[src/rtl/digital_tube.sv]
// digital_tube
//   Bus-writable driver for an 8-digit multiplexed common-anode seven-segment
//   display. DATA holds eight hex nibbles (digit k = DATA[4k+3:4k]); CTRL holds
//   the enable, decimal-point mask and blank mask. A prescaler sets how long
//   each digit stays lit; digit_sel/seg are registered and active-low.
//
//   Optional feature macro: TUBE_BLINK_EN adds CTRL bit1 BLINK and a slow
//   blink phase that toggles every 256 full frames.
//
// Ports
//   CLK        system clock
//   RST        synchronous, active-high reset
//   WE         bus write strobe
//   BE[3:0]    byte enables, BE[i] covers WD[8i+7:8i]
//   innerADDR  word offset: 0 = DATA, 1 = CTRL, 2..7 reserved (read 0)
//   WD[31:0]   write data
//   RD[31:0]   combinational readback of the addressed register
//   digit_sel  active-low digit enables, bit k lights digit k
//   seg        active-low segments {dp,g,f,e,d,c,b,a}
module digital_tube #(
  parameter int SCAN_DIV = 50000
) (
  input  logic        CLK,
  input  logic        RST,
  input  logic        WE,
  input  logic [3:0]  BE,
  input  logic [2:0]  innerADDR,
  input  logic [31:0] WD,
  output logic [31:0] RD,
  output logic [7:0]  digit_sel,
  output logic [7:0]  seg
);

  localparam int PW = $clog2(SCAN_DIV);
  localparam logic [PW-1:0] PRE_TC = PW'(SCAN_DIV - 1);

  // Writable CTRL bits; everything else stays 0 so it reads back as 0.
`ifdef TUBE_BLINK_EN
  localparam logic [31:0] CTRL_MASK = 32'h00FF_FF03;
`else
  localparam logic [31:0] CTRL_MASK = 32'h00FF_FF01;
`endif

  localparam logic [2:0] ADDR_DATA = 3'd0;
  localparam logic [2:0] ADDR_CTRL = 3'd1;

  logic [31:0]   data_q;
  logic [31:0]   ctrl_q;
  logic [PW-1:0] pre_q;
  logic [2:0]    idx_q;

  logic       ctrl_en;
  logic [7:0] dp_mask;
  logic [7:0] blank_mask;
  logic [3:0] nibble;
  logic       blink_off;

  assign ctrl_en    = ctrl_q[0];
  assign dp_mask    = ctrl_q[15:8];
  assign blank_mask = ctrl_q[23:16];
  assign nibble     = data_q[{idx_q, 2'b00} +: 4];

  // Active-low {g,f,e,d,c,b,a} pattern for one hex digit.
  function automatic logic [6:0] hex7(input logic [3:0] n);
    logic [6:0] p;
    case (n)
      4'h0: p = 7'h40;
      4'h1: p = 7'h79;
      4'h2: p = 7'h24;
      4'h3: p = 7'h30;
      4'h4: p = 7'h19;
      4'h5: p = 7'h12;
      4'h6: p = 7'h02;
      4'h7: p = 7'h78;
      4'h8: p = 7'h00;
      4'h9: p = 7'h10;
      4'hA: p = 7'h08;
      4'hB: p = 7'h03;
      4'hC: p = 7'h46;
      4'hD: p = 7'h21;
      4'hE: p = 7'h06;
      default: p = 7'h0E;
    endcase
    return p;
  endfunction

  // Register file
  always_ff @(posedge CLK) begin
    if (RST) begin
      data_q <= '0;
      ctrl_q <= '0;
    end else if (WE) begin
      for (int i = 0; i < 4; i++) begin
        if (BE[i]) begin
          if (innerADDR == ADDR_DATA)
            data_q[8*i +: 8] <= WD[8*i +: 8];
          else if (innerADDR == ADDR_CTRL)
            ctrl_q[8*i +: 8] <= WD[8*i +: 8] & CTRL_MASK[8*i +: 8];
        end
      end
    end
  end

  always_comb begin
    RD = '0;
    case (innerADDR)
      ADDR_DATA: RD = data_q;
      ADDR_CTRL: RD = ctrl_q;
      default:   RD = '0;
    endcase
  end

  // Scan prescaler and digit index. Both sit at 0 while disabled so that
  // enabling always starts a fresh full dwell on digit 0.
  always_ff @(posedge CLK) begin
    if (RST || !ctrl_en) begin
      pre_q <= '0;
      idx_q <= '0;
    end else if (pre_q == PRE_TC) begin
      pre_q <= '0;
      idx_q <= idx_q + 3'd1;
    end else begin
      pre_q <= pre_q + 1'b1;
    end
  end

`ifdef TUBE_BLINK_EN
  // Counts 7->0 index wraps (full frames); the phase flips on every 256th.
  logic [7:0] frame_q;
  logic       phase_q;

  always_ff @(posedge CLK) begin
    if (RST || !ctrl_en) begin
      frame_q <= '0;
      phase_q <= 1'b0;
    end else if (pre_q == PRE_TC && idx_q == 3'd7) begin
      frame_q <= frame_q + 8'd1;
      if (frame_q == 8'hFF)
        phase_q <= ~phase_q;
    end
  end

  assign blink_off = ctrl_q[1] & phase_q;
`else
  assign blink_off = 1'b0;
`endif

  // Output register, built from the state as it stands before the edge.
  always_ff @(posedge CLK) begin
    if (RST || !ctrl_en) begin
      digit_sel <= 8'hFF;
      seg       <= 8'hFF;
    end else begin
      digit_sel <= ~(8'd1 << idx_q);
      if (blank_mask[idx_q] || blink_off)
        seg <= 8'hFF;
      else
        seg <= {~dp_mask[idx_q], hex7(nibble)};
    end
  end

endmodule

[config.mk]
export PLATFORM = sky130hd
export DESIGN_NAME = digital_tube
export DESIGN_NICKNAME = d
export VERILOG_FILES = /design/src/rtl/digital_tube.sv
export SDC_FILE = /design/constraint.sdc
export NUM_CORES = 1
export LEC_CHECK = 0
export ABC_AREA = 1
export ABC_CLOCK_PERIOD_IN_PS = 2600
export CAP_MARGIN = 25
export CORE_MARGIN = 3
export CORE_UTILIZATION = 45
export DETAILED_ROUTE_END_ITERATION = 8
export PLACE_DENSITY = 0.77
export SLEW_MARGIN = 20
export SYNTH_ARGS = -nofsm -noshare
export SYNTH_HDL_FRONTEND = slang
export SYNTH_SLANG_ARGS = --single-unit
[constraint.sdc]
create_clock -name CLK -period 2.6 [get_ports CLK]
set_input_delay 0.78 -clock CLK [delete_from_list [all_inputs] [get_ports CLK]]
set_output_delay 0.78 -clock CLK [all_outputs]
set_load 0.02 [all_outputs]
==> results of run 1 <==
sequential cells by signal, summed over array words and instances (netlist names):
signal     flops
seg            8
pre_q         16
idx_q          3
data_q        32
digit_sel      8
ctrl_q        17
area by class of cell:
| cell class | count | area share (%) |
|---|---|---|
| Clock inverter | 3 | 0.899 |
| Sequential cell | 84 | 32.7 |
| Clock buffer | 12 | 3.01 |
| Tap cell | 105 | 2.55 |
| Timing Repair Buffer | 101 | 16.9 |
| Inverter | 78 | 5.69 |
| Multi-Input combinational cell | 378 | 38.3 |
kinds of logic (layout without fill, tap and decap cells):
logic type / Yosys count / in the layout
flops: 84 / 84
buf+inv: 102 / 194
fa+ha+maj: 13 / 13
compound gates: 146 / 146
xor+xnor: 4 / 4
simple gates: 215 / 215
through the flow:
stage | cells | instance area, µm² | worst slack [ps] | TNS, ps | util, %
after floorplan | 564 | 4010 | 222 | 0 | -
after global placement | 746 | 5030 | -578 | -17810 | 59.7
after detailed placement | 746 | 5030 | -620 | -18250 | 59.7
after CTS | 761 | 5140 | 85.2 | 0 | 61.1
after global routing | 761 | 5150 | 7.62 | 0 | 61.1
final | 761 | 5150 | 52.6 | 0 | 61.1
timing repair:
action                     4_1_cts  5_1_grt
setup endpoints to repair       32        1
resized for setup              149        1
pin swaps                        2        0
worst register-to-register path, delay by kind of cell (launching register included):
kind          cells  cell delay, ps
buf+inv           1             290
fa+ha+maj         1             370
flops             1             610
simple gates      7             810
synth_stat cells (all sizes together):
library cell  instances  share of area, %
xor2                  3              0.65
dfxtp                84                42
o21ai                60               7.5
nor3b                 1              0.19
o22ai                17               2.6
o211ai                3              0.56
ha                   13               4.1
nand2               108                11
nand3                54               7.0
nor3                  3              0.65
buf                  16               2.2
inv                  78               7.3
clkbuf                8              0.75
a21oi                66               8.2
or2                   4              0.62
nand4                 6              0.94
xnor2                 1              0.22
nor2                 39               4.0
worst max path at each step:
stage / to / startpoint / cells after the start
after floorplan: RD[0] / innerADDR[2] / 4
final: RD[9] / innerADDR[1] / 6
after global routing: RD[22] / innerADDR[1] / 5
after detailed placement: RD[0] / innerADDR[2] / 5
after CTS: RD[16] / innerADDR[1] / 6
after global placement: RD[18] / innerADDR[2] / 5
cells in the final DEF (no fill, tap or decap), types with 3 or more instances in the layout:
cell	n
o21ai_0	58
nand2_1	101
dfxtp_1	84
nand4_1	6
xor2_1	3
a21oi_1	66
clkbuf_8	11
inv_1	70
nor2_1	35
o22ai_1	12
inv_2	8
dlygate4sd2_1	3
o22ai_2	4
or2_0	4
buf_4	16
o211ai_1	3
ha_1	13
nand3_1	52
buf_2	24
clkdlybuf4s50_1	54
nand2_2	5
power groups by stage:
stage	combinational [mW]	clock, mW	sequential, mW
finish	0.193	0.938	1.31
global placement	0.186	0	1.34
global route	0.211	1.02	1.31
detailed placement	0.189	0	1.34
floorplan	0.0862	0	1.34
CTS	0.191	0.961	1.31
layer usage:
layer	part of all wire (%)	routed length (µm)	GRT usage, %
met1	43	4440	25.7
met2	51	5250	35.6
met3	5.6	583	4.52
met4	0.96	100	5.91
met5	0	0	0
==> metrics.md, run 1 <==
| Metric | Value |
|---|---|
| Layout Skew | 9.37 ps |
| Worst-margin pin slew | 523 ps |
| Outcome | complete, no violations |
| CP Capture Type | output port |
| Post-Syn Nets | 619 |
| Synthesis warning total | 0 |
| Final Hold Viols | 0 |
| Tcrit/Tclk final | 98.0% |
| Switching Fraction | 22.5% |
| Post-synthesis simple-gate area fraction | 24.0% |
| Worst relative slew slack | 65.0% |
| Leak | 2.06 nW |
| Clock Latency Late Sink | 350 ps |
| TritonCTS clock tree | yes |
| Routed Antenna Nets | 0 |
| Die area | 10100 µm² |
| Final Net Count | 707 |
| Seq pwr share | 53.6% |
| Delay-heaviest family, CP | buffers and inverters |
| Peak supply drop | 0.255 mV |
| Data required time of the worst path | 1820 ps |
| Max-cap violation count | 0 |
| Vias per cell | 5.31 |
| GRT Total Usage | 20.6% |
| Startpoint Class | primary input |
| Pin count of the biggest net entering global routing | 50 |
| RR Endpoint | seg[3]$_SDFF_PP1_ |
| Clk network pwr share | 38.4% |
| Int Pwr | 1.89 mW |
| Pwr dens | 474 nW/µm² |
| Post-synthesis mux area share | 0% |
| Setup Viol. Count Final | 0 |
| Total design power | 2.44 mW |
| Rows | 33 |
| Reg-to-reg startpoint | idx_q[0]$_SDFFE_PP0N_ |
| Synthesized area per cell | 7.12 µm² |
| Synthesized area | 4010 µm² |
| Multi-input gate area | 1970 µm² |
| Vias in the first global route | 3652 |
| Comb pwr share | 7.9% |
| Pins over their slew limit | 0 |
| Critical path's slowest cell | dlygate4sd2_1 |
| Seq/Total Area, Yosys | 41.9% |
| Post-Route WL | 10400 µm |
| IO Port Bufs | 89 |
| Gp weighted congestion | 0.897 |
| Final HPWL DP | 7730 µm |
| Initial antenna violation count | 0 |
| Fillers | 789 |
| Chip height | 100 µm |
| Hold_buf cts | 0 |
| Via Count | 4041 |
| Slowest Stage Delay on Critical Path | 260 ps |
| CTS sink cnt | 84 |
| # H-tree levels | 3 |
| Clock transition at path regs | 80 ps |
| Hold path start | pre_q[0]$_SDFF_PP0_ |
| Crit path buf inv count | 3 |
| R2R Setup Slk | 410 ps |
| Fin Hold WS | 451 ps |
| Max clock buf depth | 2 |
| First-pass GRT wire length | 16900 µm |
| FMAX | 393 MHz |
| Starting DRT DRC Count | 271 |
| Layout area overhead | 28.3% |
| Yosys cell types | 28 |
| Crit-path max FO | 17 |
| Synth Area in Compound Gates | 18.9% |
| Cells on worst reg2reg path | 9 |
| Register area | 1680 µm² |
| Starting Density | 47.7% |
| Worst min-delay path endpoint | pre_q[0]$_SDFF_PP0_ |
| XOR/XNOR Fraction of Synth Area | 0.873% |
| Synthesized instance count | 564 |
| CTS root buf | clkbuf_8 |
| Drt wl/cell | 13.6 µm |
| Switching power | 0.550 mW |
| CTS buffer count | 9 |
| Share of cells above drive strength 1 | 13.0% |
| Largest family of logic cells by synthesized area | simple AND/OR/NAND/NOR gates |
| Min-Delay Path Class | reg -> reg |
| Tmin final | 2550 ps |
| #FFs+latches synth | 84 |
| Setup Buffers After CTS | 0 |
| Global route overflow | 0 |
| Drt pass-1 iters | 5 |
| Arr. time, crit path | 1770 ps |
| Num ports | 90 |
| Residual DRC | 0 |
| Die X | 100 µm |
| Synth Area in Adders | 4.05% |
| Hold depth | 1 |
| Kind of critical path | in -> out |
| CORE AREA | 8420 µm² |
| Crit path cell chain | dlygate4sd2_1 -> nor2_4 -> nand2_2 -> buf_12 -> o22ai_1 -> buf_2 |
| Unrepaired setup endpoints after global routing | no |
| Ant. Diodes | 0 |
(Power assumes the default switching activity.)
==> inputs of run 2 (changes only) <==
--- a/config.mk
+++ b/config.mk
@@ -9,3 +9,3 @@
 export ABC_CLOCK_PERIOD_IN_PS = 2600
-export CAP_MARGIN = 25
+export CAP_MARGIN = 20
 export CORE_MARGIN = 3
--- a/constraint.sdc
+++ b/constraint.sdc
@@ -3,2 +3,2 @@
 set_output_delay 0.78 -clock CLK [all_outputs]
-set_load 0.02 [all_outputs]
+set_load 0.01 [all_outputs]
==> metrics.md, run 2 (synthesis gave the netlist of run 1 again) <==
| Metric | Value |
|---|---|
| Critical path's slowest cell | dlygate4sd2_1 |
| Hold_buf cts | 0 (unchanged) |
| Vias per cell | 5.32 (+0.14%) |
| Drt wl/cell | 13.8 µm (+1.5%) |
| Pin count of the biggest net entering global routing | 50 (unchanged) |
| Max clock buf depth | 2 (unchanged) |
| TritonCTS clock tree | yes |
| CORE AREA | 8420 µm² (unchanged) |
| Die area | 10100 µm² (unchanged) |
| Via Count | 4052 (+0.27%) |
| Rows | 33 (unchanged) |
| Most frequent cells in the layout | 101 x nand2_1, 84 x dfxtp_1, 70 x inv_1 |
| Final Net Count | 708 (+0.14%) |
| Crit-path max FO | 17 (unchanged) |
| Chip height | 100 µm (unchanged) |
| Int Pwr | 1.96 mW (+3.9%) |
| Comb pwr share | 7.5% (-0.4 points) |
| CTS sink cnt | 84 (unchanged) |
| First-pass GRT wire length | 17100 µm (+1.1%) |
| Seq pwr share | 51.9% (-1.7 points) |
| Starting Density | 47.7% (unchanged) |
| CTS buffer count | 9 (unchanged) |
| Final HPWL DP | 7800 µm (+0.89%) |
| Clock transition at path regs | 80 ps (about the same) |
| Startpoint Class | primary input |
| Tmin final | 2540 ps (-6.43 ps) |
| GRT Total Usage | 20.8% (+0.19 points) |
| IO Port Bufs | 89 (unchanged) |
| Worst relative slew slack | 64.3% (-0.76 points) |
| Data required time of the worst path | 1820 ps (about the same) |
| Post-Route WL | 10600 µm (+1.7%) |
| Final std cells w/o fill | 762 (+0.13%) |
| Clock Latency Late Sink | 350 ps (about the same) |
| Die X | 100 µm (unchanged) |
| Largest register FFs | 32 (unchanged) |
| Layout area overhead | 28.6% |
| Share of cells above drive strength 1 | 12.5% (-0.48 points) |
| Most common cell after layout, fill and taps aside | nand2_1 |
| Residual DRC | 0 (unchanged) |
| Kind of critical path | in -> out |
| Reg with most FFs | data_q |
| Placed Area | 5030 µm² (unchanged) |
| Max-cap violation count | 0 (unchanged) |
| Starting DRT DRC Count | 161 (-41%) |
| Initial antenna violation count | 0 (unchanged) |
| Drt pass-1 iters | 5 (unchanged) |
| Layout Skew | 12.5 ps (+3.17 ps) |
| Min-Delay Path Class | reg -> reg |
| Crit path cell chain | dlygate4sd2_1 -> nor2_4 -> nand2_4 -> buf_12 -> o22ai_1 -> buf_2 |
| CTS root buf | clkbuf_8 |
| Peak supply drop | 0.343 mV (+35%) |
| Delay-heaviest family, CP | buffers and inverters |
| Routed Antenna Nets | 0 (unchanged) |
| Gp weighted congestion | 0.903 (+0.66%) |
| Switching Fraction | 22.2% (-0.38 points) |
| Leak | 2.07 nW (+0.48%) |
| Slowest Stage Delay on Critical Path | 250 ps (about the same) |
| Final Hold Viols | 0 (unchanged) |
| Pwr dens | 489 nW/µm² (+3.1%) |
| Global route overflow | 0 (unchanged) |
| Vias in the first global route | 3739 (+2.4%) |
| # H-tree levels | 3 (unchanged) |
| Post-Layout Inst Area | 5160 µm² (+0.24%) |
| FMAX | 394 MHz (+0.25%) |
| Switching power | 0.559 mW (+1.7%) |
| Outcome | complete, no violations |
| CP Capture Type | output port |
| Biggest registers after layout | data_q (32), ctrl_q (17), pre_q (16) |
| Ant. Diodes | 0 (unchanged) |
| Num ports | 90 (unchanged) |
| Tcrit/Tclk final | 97.7% (-0.25 points) |
| Worst-margin pin slew | 535 ps (+11.3 ps) |
| Crit path buf inv count | 3 (unchanged) |
| Clk network pwr share | 40.6% (+2.2 points) |
| Arr. time, crit path | 1760 ps (about the same) |
| Setup Viol. Count Final | 0 (unchanged) |
| Final setup TNS | 0 ps (unchanged) |
| Unrepaired setup endpoints after global routing | yes |
| Pins over their slew limit | 0 (unchanged) |
| Placed cell count | 746 (unchanged) |
==> run 2: path summary, 6_finish.rpt <==
kind / from / endpoint / slack (ps) / depth (start not counted)
worst max-delay path: innerADDR[2] / RD[16] / 60 / 6
worst min-delay path: pre_q[0]$_SDFF_PP0_ / pre_q[0]$_SDFF_PP0_ / 460 / 1
worst max register to register: idx_q[0]$_SDFFE_PP0N_ / seg[0]$_SDFF_PP1_ / 370 / 10
worst min register to register: pre_q[0]$_SDFF_PP0_ / pre_q[0]$_SDFF_PP0_ / 460 / 1
==> run 2: metal layers <==
metal  vias to the layer above  track usage (%)  wire length (µm)
met1                      1885             26.1              4580
met4                         0             7.05               157
li1                       2022                -                 -
met2                       129             36.0              5280
met5                         -                0                 0
met3                        16             3.47               542
==> run 2: worst reg2reg max path: cells and delay by family (launching register included) <==
family | cells | cell delay (ps)
adder cells (fa/ha/maj) | 1 | 320
AND/OR/NAND/NOR | 8 | 890
buffers and inverters | 1 | 290
flip-flops | 1 | 630
==> run 2: power by group through the flow <==
stage	sequential [mW]	combinational (mW)	clock, mW
after floorplan	1.34	0.0839	0
after global placement	1.34	0.182	0
after detailed placement	1.34	0.185	0
after CTS	1.31	0.186	1.05
after global routing	1.31	0.207	1.11
final	1.31	0.189	1.03
==> run 2: cell type report <==
| cell class | instances | area [µm²] |
|---|---|---|
| fill | 795 | 3260 |
| multi-input combinational | 378 | 1940 |
| sequential | 84 | 1680 |
| timing repair buffer | 102 | 895 |
| inverter | 78 | 293 |
| clock buffer | 10 | 138 |
| tap | 105 | 131 |
| clock inverter | 5 | 85.1 |
==> run 2: repair_timing <==
action | 4_1_cts | 5_1_grt
setup endpoints to repair | 32 | 8
resized for setup | 126 | 5
buffers inserted | 1 | 0
pin swaps | 2 | 1
==> run 2: metrics by stage <==
stage | hold slack [ps] | setup WS (ps) | utilization, % | total power [mW]
after global routing | 487 | -9.56 | 61.3 | 2.62
after detailed placement | 441 | -561 | 59.7 | 1.52
after CTS | 462 | 57.0 | 61.5 | 2.54
final | 465 | 59.1 | 61.3 | 2.52
after global placement | 429 | -510 | 59.7 | 1.52
after floorplan | 417 | 366 | - | 1.42
==> inputs of run 3 (changes only) <==
Settings changed: CAP_MARGIN 20 to 15.
==> results of run 3 <==
No change in the layout: final DEF, timing and power equal those of run 2.
